--- src/rtl/seq_detect_n_if.sv ---
// seq_detect_n_if: stream and status bundle for the seq_detect_n pattern detector.
//   master modport (stream source / monitor):
//     drives   load, pattern[WIDTH], overlap, valid, x, cnt_clr
//     receives y, hit, armed, count[CNT_W]
//   slave modport (the detector) sees the same signals with the directions reversed.
// Clock and reset are plain ports on the detector and are not part of this bundle.
interface seq_detect_n_if #(
  parameter int unsigned WIDTH = 3,
  parameter int unsigned CNT_W = 8
);
  logic             load;
  logic [WIDTH-1:0] pattern;
  logic             overlap;
  logic             valid;
  logic             x;
  logic             cnt_clr;
  logic             y;
  logic             hit;
  logic             armed;
  logic [CNT_W-1:0] count;

  modport master (
    output load, pattern, overlap, valid, x, cnt_clr,
    input  y, hit, armed, count
  );

  modport slave (
    input  load, pattern, overlap, valid, x, cnt_clr,
    output y, hit, armed, count
  );
endinterface

--- src/rtl/seq_detect_n.sv ---
// seq_detect_n: run-time loadable serial pattern detector for a single-bit stream.
// It flags each completed occurrence of the loaded pattern combinationally (y) and one
// cycle later (hit). Matches may be overlapping or non-overlapping, and a saturating
// counter records how many matches have occurred.
//   clk    : rising-edge clock
//   reset  : synchronous, active-high reset
//   bus    : seq_detect_n_if.slave
//            load, pattern (MSB is the first bit received), overlap, valid, x, cnt_clr
//            -> y (Mealy match), hit (y registered), armed (FILL or DETECT), count
// Build option: define SEQDET_COUNT_EN to build the match counter. When it is undefined,
// count is tied to 0 and cnt_clr is ignored.
module seq_detect_n #(
  parameter int unsigned WIDTH = 3,
  parameter int unsigned CNT_W = 8
) (
  input logic          clk,
  input logic          reset,
  seq_detect_n_if.slave bus
);

  localparam int unsigned HistW = WIDTH - 1;
  localparam int unsigned FillW = (WIDTH > 2) ? $clog2(WIDTH) : 1;

  typedef enum logic [1:0] {
    StIdle,
    StFill,
    StDetect
  } state_e;

  state_e            r_state;
  state_e            w_state_nxt;
  logic [WIDTH-1:0]  r_pat;
  logic [WIDTH-1:0]  w_pat_nxt;
  logic [HistW-1:0]  r_hist;
  logic [HistW-1:0]  w_hist_nxt;
  logic [FillW-1:0]  r_fill;
  logic [FillW-1:0]  w_fill_nxt;
  logic              r_hit;
  logic              r_armed;

  logic              w_accept;
  logic              w_match;
  logic              w_y;
  logic [HistW-1:0]  w_hist_shift;

  // The history plus the current bit forms the candidate; the oldest bit is the MSB.
  assign w_match      = ({r_hist, bus.x} == r_pat);
  assign w_accept     = bus.valid & ~bus.load & (r_state != StIdle);
  assign w_y          = (r_state == StDetect) & bus.valid & ~bus.load & w_match;
  // Dropping the MSB of {hist, x} keeps the newest WIDTH-1 bits.
  assign w_hist_shift = HistW'({r_hist, bus.x});

  always_comb begin
    w_state_nxt = r_state;
    w_pat_nxt   = r_pat;
    w_hist_nxt  = r_hist;
    w_fill_nxt  = r_fill;
    if (bus.load) begin
      w_state_nxt = StFill;
      w_pat_nxt   = bus.pattern;
      w_hist_nxt  = '0;
      w_fill_nxt  = '0;
    end else if (w_accept) begin
      case (r_state)
        StFill: begin
          w_hist_nxt = w_hist_shift;
          w_fill_nxt = r_fill + FillW'(1);
          if (r_fill == FillW'(WIDTH - 2)) begin
            w_state_nxt = StDetect;
          end
        end
        StDetect: begin
          if (w_match && !bus.overlap) begin
            // Non-overlapping: the matched bits cannot start the next occurrence.
            w_state_nxt = StFill;
            w_hist_nxt  = '0;
            w_fill_nxt  = '0;
          end else begin
            w_hist_nxt = w_hist_shift;
          end
        end
        default: ;
      endcase
    end
  end

  always_ff @(posedge clk) begin
    if (reset) begin
      r_state <= StIdle;
      r_pat   <= '0;
      r_hist  <= '0;
      r_fill  <= '0;
      r_hit   <= 1'b0;
      r_armed <= 1'b0;
    end else begin
      r_state <= w_state_nxt;
      r_pat   <= w_pat_nxt;
      r_hist  <= w_hist_nxt;
      r_fill  <= w_fill_nxt;
      r_hit   <= w_y;
      r_armed <= (w_state_nxt != StIdle);
    end
  end

`ifdef SEQDET_COUNT_EN
  logic [CNT_W-1:0] r_count;

  // Clear wins over a same-cycle match; the count sticks at all-ones.
  always_ff @(posedge clk) begin
    if (reset) begin
      r_count <= '0;
    end else if (bus.cnt_clr) begin
      r_count <= '0;
    end else if (w_y && (r_count != {CNT_W{1'b1}})) begin
      r_count <= r_count + CNT_W'(1);
    end
  end

  assign bus.count = r_count;
`else
  logic w_unused_cnt_clr;
  assign w_unused_cnt_clr = bus.cnt_clr;
  assign bus.count        = '0;
`endif

  assign bus.y     = w_y;
  assign bus.hit   = r_hit;
  assign bus.armed = r_armed;

endmodule

--- src/flat_wrapper.sv ---
// flat-port wrapper written by rule: the top's interface ports become plain ports
module seq_detect_n_flat 
#(
  parameter int unsigned WIDTH = 3,
  parameter int unsigned CNT_W = 8
)
  (clk, reset, bus_load, bus_pattern, bus_overlap, bus_valid, bus_x, bus_cnt_clr, bus_y, bus_hit, bus_armed, bus_count);
  seq_detect_n_if #(.WIDTH(WIDTH), .CNT_W(CNT_W)) bus_i ();
  input logic clk;
  input logic reset;
  input wire logic [$bits(bus_i.load)-1:0] bus_load;
  input wire logic [$bits(bus_i.pattern)-1:0] bus_pattern;
  input wire logic [$bits(bus_i.overlap)-1:0] bus_overlap;
  input wire logic [$bits(bus_i.valid)-1:0] bus_valid;
  input wire logic [$bits(bus_i.x)-1:0] bus_x;
  input wire logic [$bits(bus_i.cnt_clr)-1:0] bus_cnt_clr;
  output wire logic [$bits(bus_i.y)-1:0] bus_y;
  output wire logic [$bits(bus_i.hit)-1:0] bus_hit;
  output wire logic [$bits(bus_i.armed)-1:0] bus_armed;
  output wire logic [$bits(bus_i.count)-1:0] bus_count;
  assign bus_i.load = bus_load;
  assign bus_i.pattern = bus_pattern;
  assign bus_i.overlap = bus_overlap;
  assign bus_i.valid = bus_valid;
  assign bus_i.x = bus_x;
  assign bus_i.cnt_clr = bus_cnt_clr;
  assign bus_y = bus_i.y;
  assign bus_hit = bus_i.hit;
  assign bus_armed = bus_i.armed;
  assign bus_count = bus_i.count;
  seq_detect_n #(.WIDTH(WIDTH), .CNT_W(CNT_W)) u_core (.clk(clk), .reset(reset), .bus(bus_i));
endmodule
--- config.mk ---
export PLATFORM = sky130hd
export DESIGN_NAME = seq_detect_n_flat
export DESIGN_NICKNAME = d
export VERILOG_FILES = /design/src/rtl/seq_detect_n_if.sv /design/src/rtl/seq_detect_n.sv /design/src/flat_wrapper.sv
export SDC_FILE = /design/constraint.sdc
export NUM_CORES = 1
export LEC_CHECK = 0
export CAP_MARGIN = 20
export CORE_MARGIN = 2
export CORE_UTILIZATION = 29
export DETAILED_ROUTE_END_ITERATION = 7
export HOLD_SLACK_MARGIN = 0.03
export PLACE_DENSITY = 0.66
export SLEW_MARGIN = 40
export SYNTH_ARGS = -nofsm -noshare
export SYNTH_HDL_FRONTEND = slang
export SYNTH_SLANG_ARGS = --single-unit
--- constraint.sdc ---
create_clock -name clk -period 3.1 [get_ports clk]
set_input_delay 0.465 -clock clk [delete_from_list [all_inputs] [get_ports clk]]
set_output_delay 0.465 -clock clk [all_outputs]
set_load 0.01 [all_outputs]
==> out/metrics.yaml <==
yosys_warnings: 0
area_delta_synth_final_pct: 18.2
netlist_instances: 75
die_y_um: 52.2
async_reset_ff_share_pct: 0
p_seq_share_pct: 50.3
firstDrtPassIters: 4
final_util_pct: 36.0
vias: 519
track_usage_pct: 9.84
fill_cells: 235
drv_slew: 0
drtAntennaViolNets: 0
io_pins: 21
worst_slack_ps: 522
n_antenna_cell: 0
status: "completed"
fp.coreArea_sq_um: 2210
drt_wl_total_um: 1160
final_cell_mix: "clkdlybuf4s50_1, dfxtp_1, conb_1"
synthFlopType: "dfxtp_1"
die_x_um: 52.2
synth-seq-area-share_pct: 32.7
cts_buffers: 3
cp.arrival_ps: 2110
rsz0062_at_grt: "no"
cts.sinks: 11
seq_area_sq_um: 220
comb_power_share_pct: 14.9
max_cap_violations: 0
post-route-period-util_pct: 83.1
leakage_nw: 0.328
routedWlPerCell_um: 10.1
holdBufCountCts: 0
grt_pass1_wl_um: 1880
end_kind: "primary output"
final.setup.tns_ps: 0
syn_area_per_cell_sq_um: 8.98
syn-cell-area_sq_um: 673
cts_resized: 0
pre_cts_ws_ps: 521
gp_congestion: 0.727
finalClockSkew_ps: 8.57
first_global_vias: 443
rows: 17
grt_max_degree: 10
crit_required_ps: 2630
layout_min_cycle_time_ps: 2580
dpl_cell_area_sq_um: 769
setup_viol: 0
layout-drive-gt1-share_pct: 9.20
power_density_nw_per_um2: 371
post-cts-setup-buffers: 0
gr-total-overflow: 0
antenna_found_initial: 0
dieArea_sq_um: 2720
start_util_pct: 30.4
clkLatencyLatePin_ps: 280
path_max_fanout: 7
place_hpwl_um: 938
intPower_mw: 0.218
h-tree-depth: 1
port_buffers: 11
power.switching_mw: 0.0769
multi_input_area_sq_um: 374
swShare_pct: 26.1
min_path_type: "register to register"
drt-vias-per-instance: 4.51
fin_nets: 102
synth-edff-count: 0
path_clk_slew_ps: 70
cp-start-kind: "input port"
synth-seq-cells: 11
ir_drop_v: 0.000195
stdcell_area_sq_um: 796
clk_path_buf_depth: 2
path_class: "input port to primary output"
pwr-share-clk_pct: 34.8
final_hold_viol_count: 0
cts_tree: "done"
ys_types: 30
fmax_mhz: 388
drc: 0
cts-root-buf: "clkbuf_4"
drtIter0Drc: 10
logic make-up (layout without fill, tap and decap cells):
family	after synthesis	count (layout)	share of synthesized area (%)
AND/OR/NAND/NOR	23	23	19.9
flip-flops	11	11	32.7
other	1	8	0.557
AO/OA/AOI/OAI	10	10	11.0
multiplexers	6	6	8.92
buffers and inverters	17	22	15.6
XOR/XNOR	3	3	3.90
adder cells (fa/ha/maj)	4	4	7.44
flip-flops by register name (all words and copies together) (netlist names):
register	cells
u_core.r_hist	2
u_core.r_pat	3
u_core.r_state	2
u_core.bus.armed	1
u_core.r_fill	2
u_core.bus.hit	1
power by group through the flow:
stage          logic [mW]  clock network [mW]  registers (mW)
2_1_floorplan      0.0350                   0           0.152
3_3_place_gp       0.0432                   0           0.152
3_5_place_dp       0.0441                   0           0.152
4_1_cts            0.0442               0.104           0.148
5_1_grt            0.0492               0.112           0.149
6_report           0.0439               0.103           0.149
cell type report:
class	count	area share [%]
clock buffer	4	3.30
inverter	6	2.83
multi-input combinational	54	47.0
sequential	11	27.7
tap	28	4.40
timing repair buffer	12	14.8
worst max-delay path, stage by stage:
cell and delay (ps):
clkdlybuf4s50_1 550, nor2b_1 220, nand3_1 90, nor3_1 200, clkdlybuf4s50_1 580
routing by layer:
layer	share of wire, %	wire length [um]	up-vias	global-route usage [%]
met5	0	0	-	0
met4	2.9	34	0	7.69
met3	7.8	91	5	2.57
met2	46	530	20	14.8
met1	44	507	230	11.8
li1	-	-	264	-
cell usage after synthesis, types with 2 or more instances:
library cell / instances / share of area, %
mux2i_1: 6 / 8.9
nand2_1: 2 / 1.1
dfxtp_1: 11 / 33
xor2_1: 2 / 2.6
nand3_1: 3 / 2.2
inv_1: 6 / 3.3
nor3_1: 2 / 1.5
buf_4: 9 / 10
nor2b_1: 2 / 1.9
ha_1: 4 / 7.4
nor2_1: 7 / 3.9
a21oi_1: 3 / 2.2
final timing paths:
check / from / endpoint / slack, ps / cells past startpoint
worst max-delay path: bus_load / bus_y / 520 / 5
worst min-delay path: u_core.r_fill[1]$_SDFFE_PP0P_ / u_core.r_fill[1]$_SDFFE_PP0P_ / 500 / 2
worst max register to register: u_core.r_state[1]$_SDFF_PP0_ / u_core.bus.armed$_SDFF_PP0_ / 1370 / 7
worst min register to register: u_core.r_fill[1]$_SDFFE_PP0P_ / u_core.r_fill[1]$_SDFFE_PP0P_ / 500 / 2
per-stage QoR:
| stage | hold slack [ps] | instances | power [mW] |
|---|---|---|---|
| 6_report | 503 | 115 | 0.295 |
| 3_5_place_dp | 495 | 111 | 0.196 |
| 3_3_place_gp | 478 | 111 | 0.195 |
| 5_1_grt | 526 | 115 | 0.310 |
| 2_1_floorplan | 465 | 82 | 0.187 |
| 4_1_cts | 505 | 115 | 0.297 |
Power figures use the tool's default switching activity.
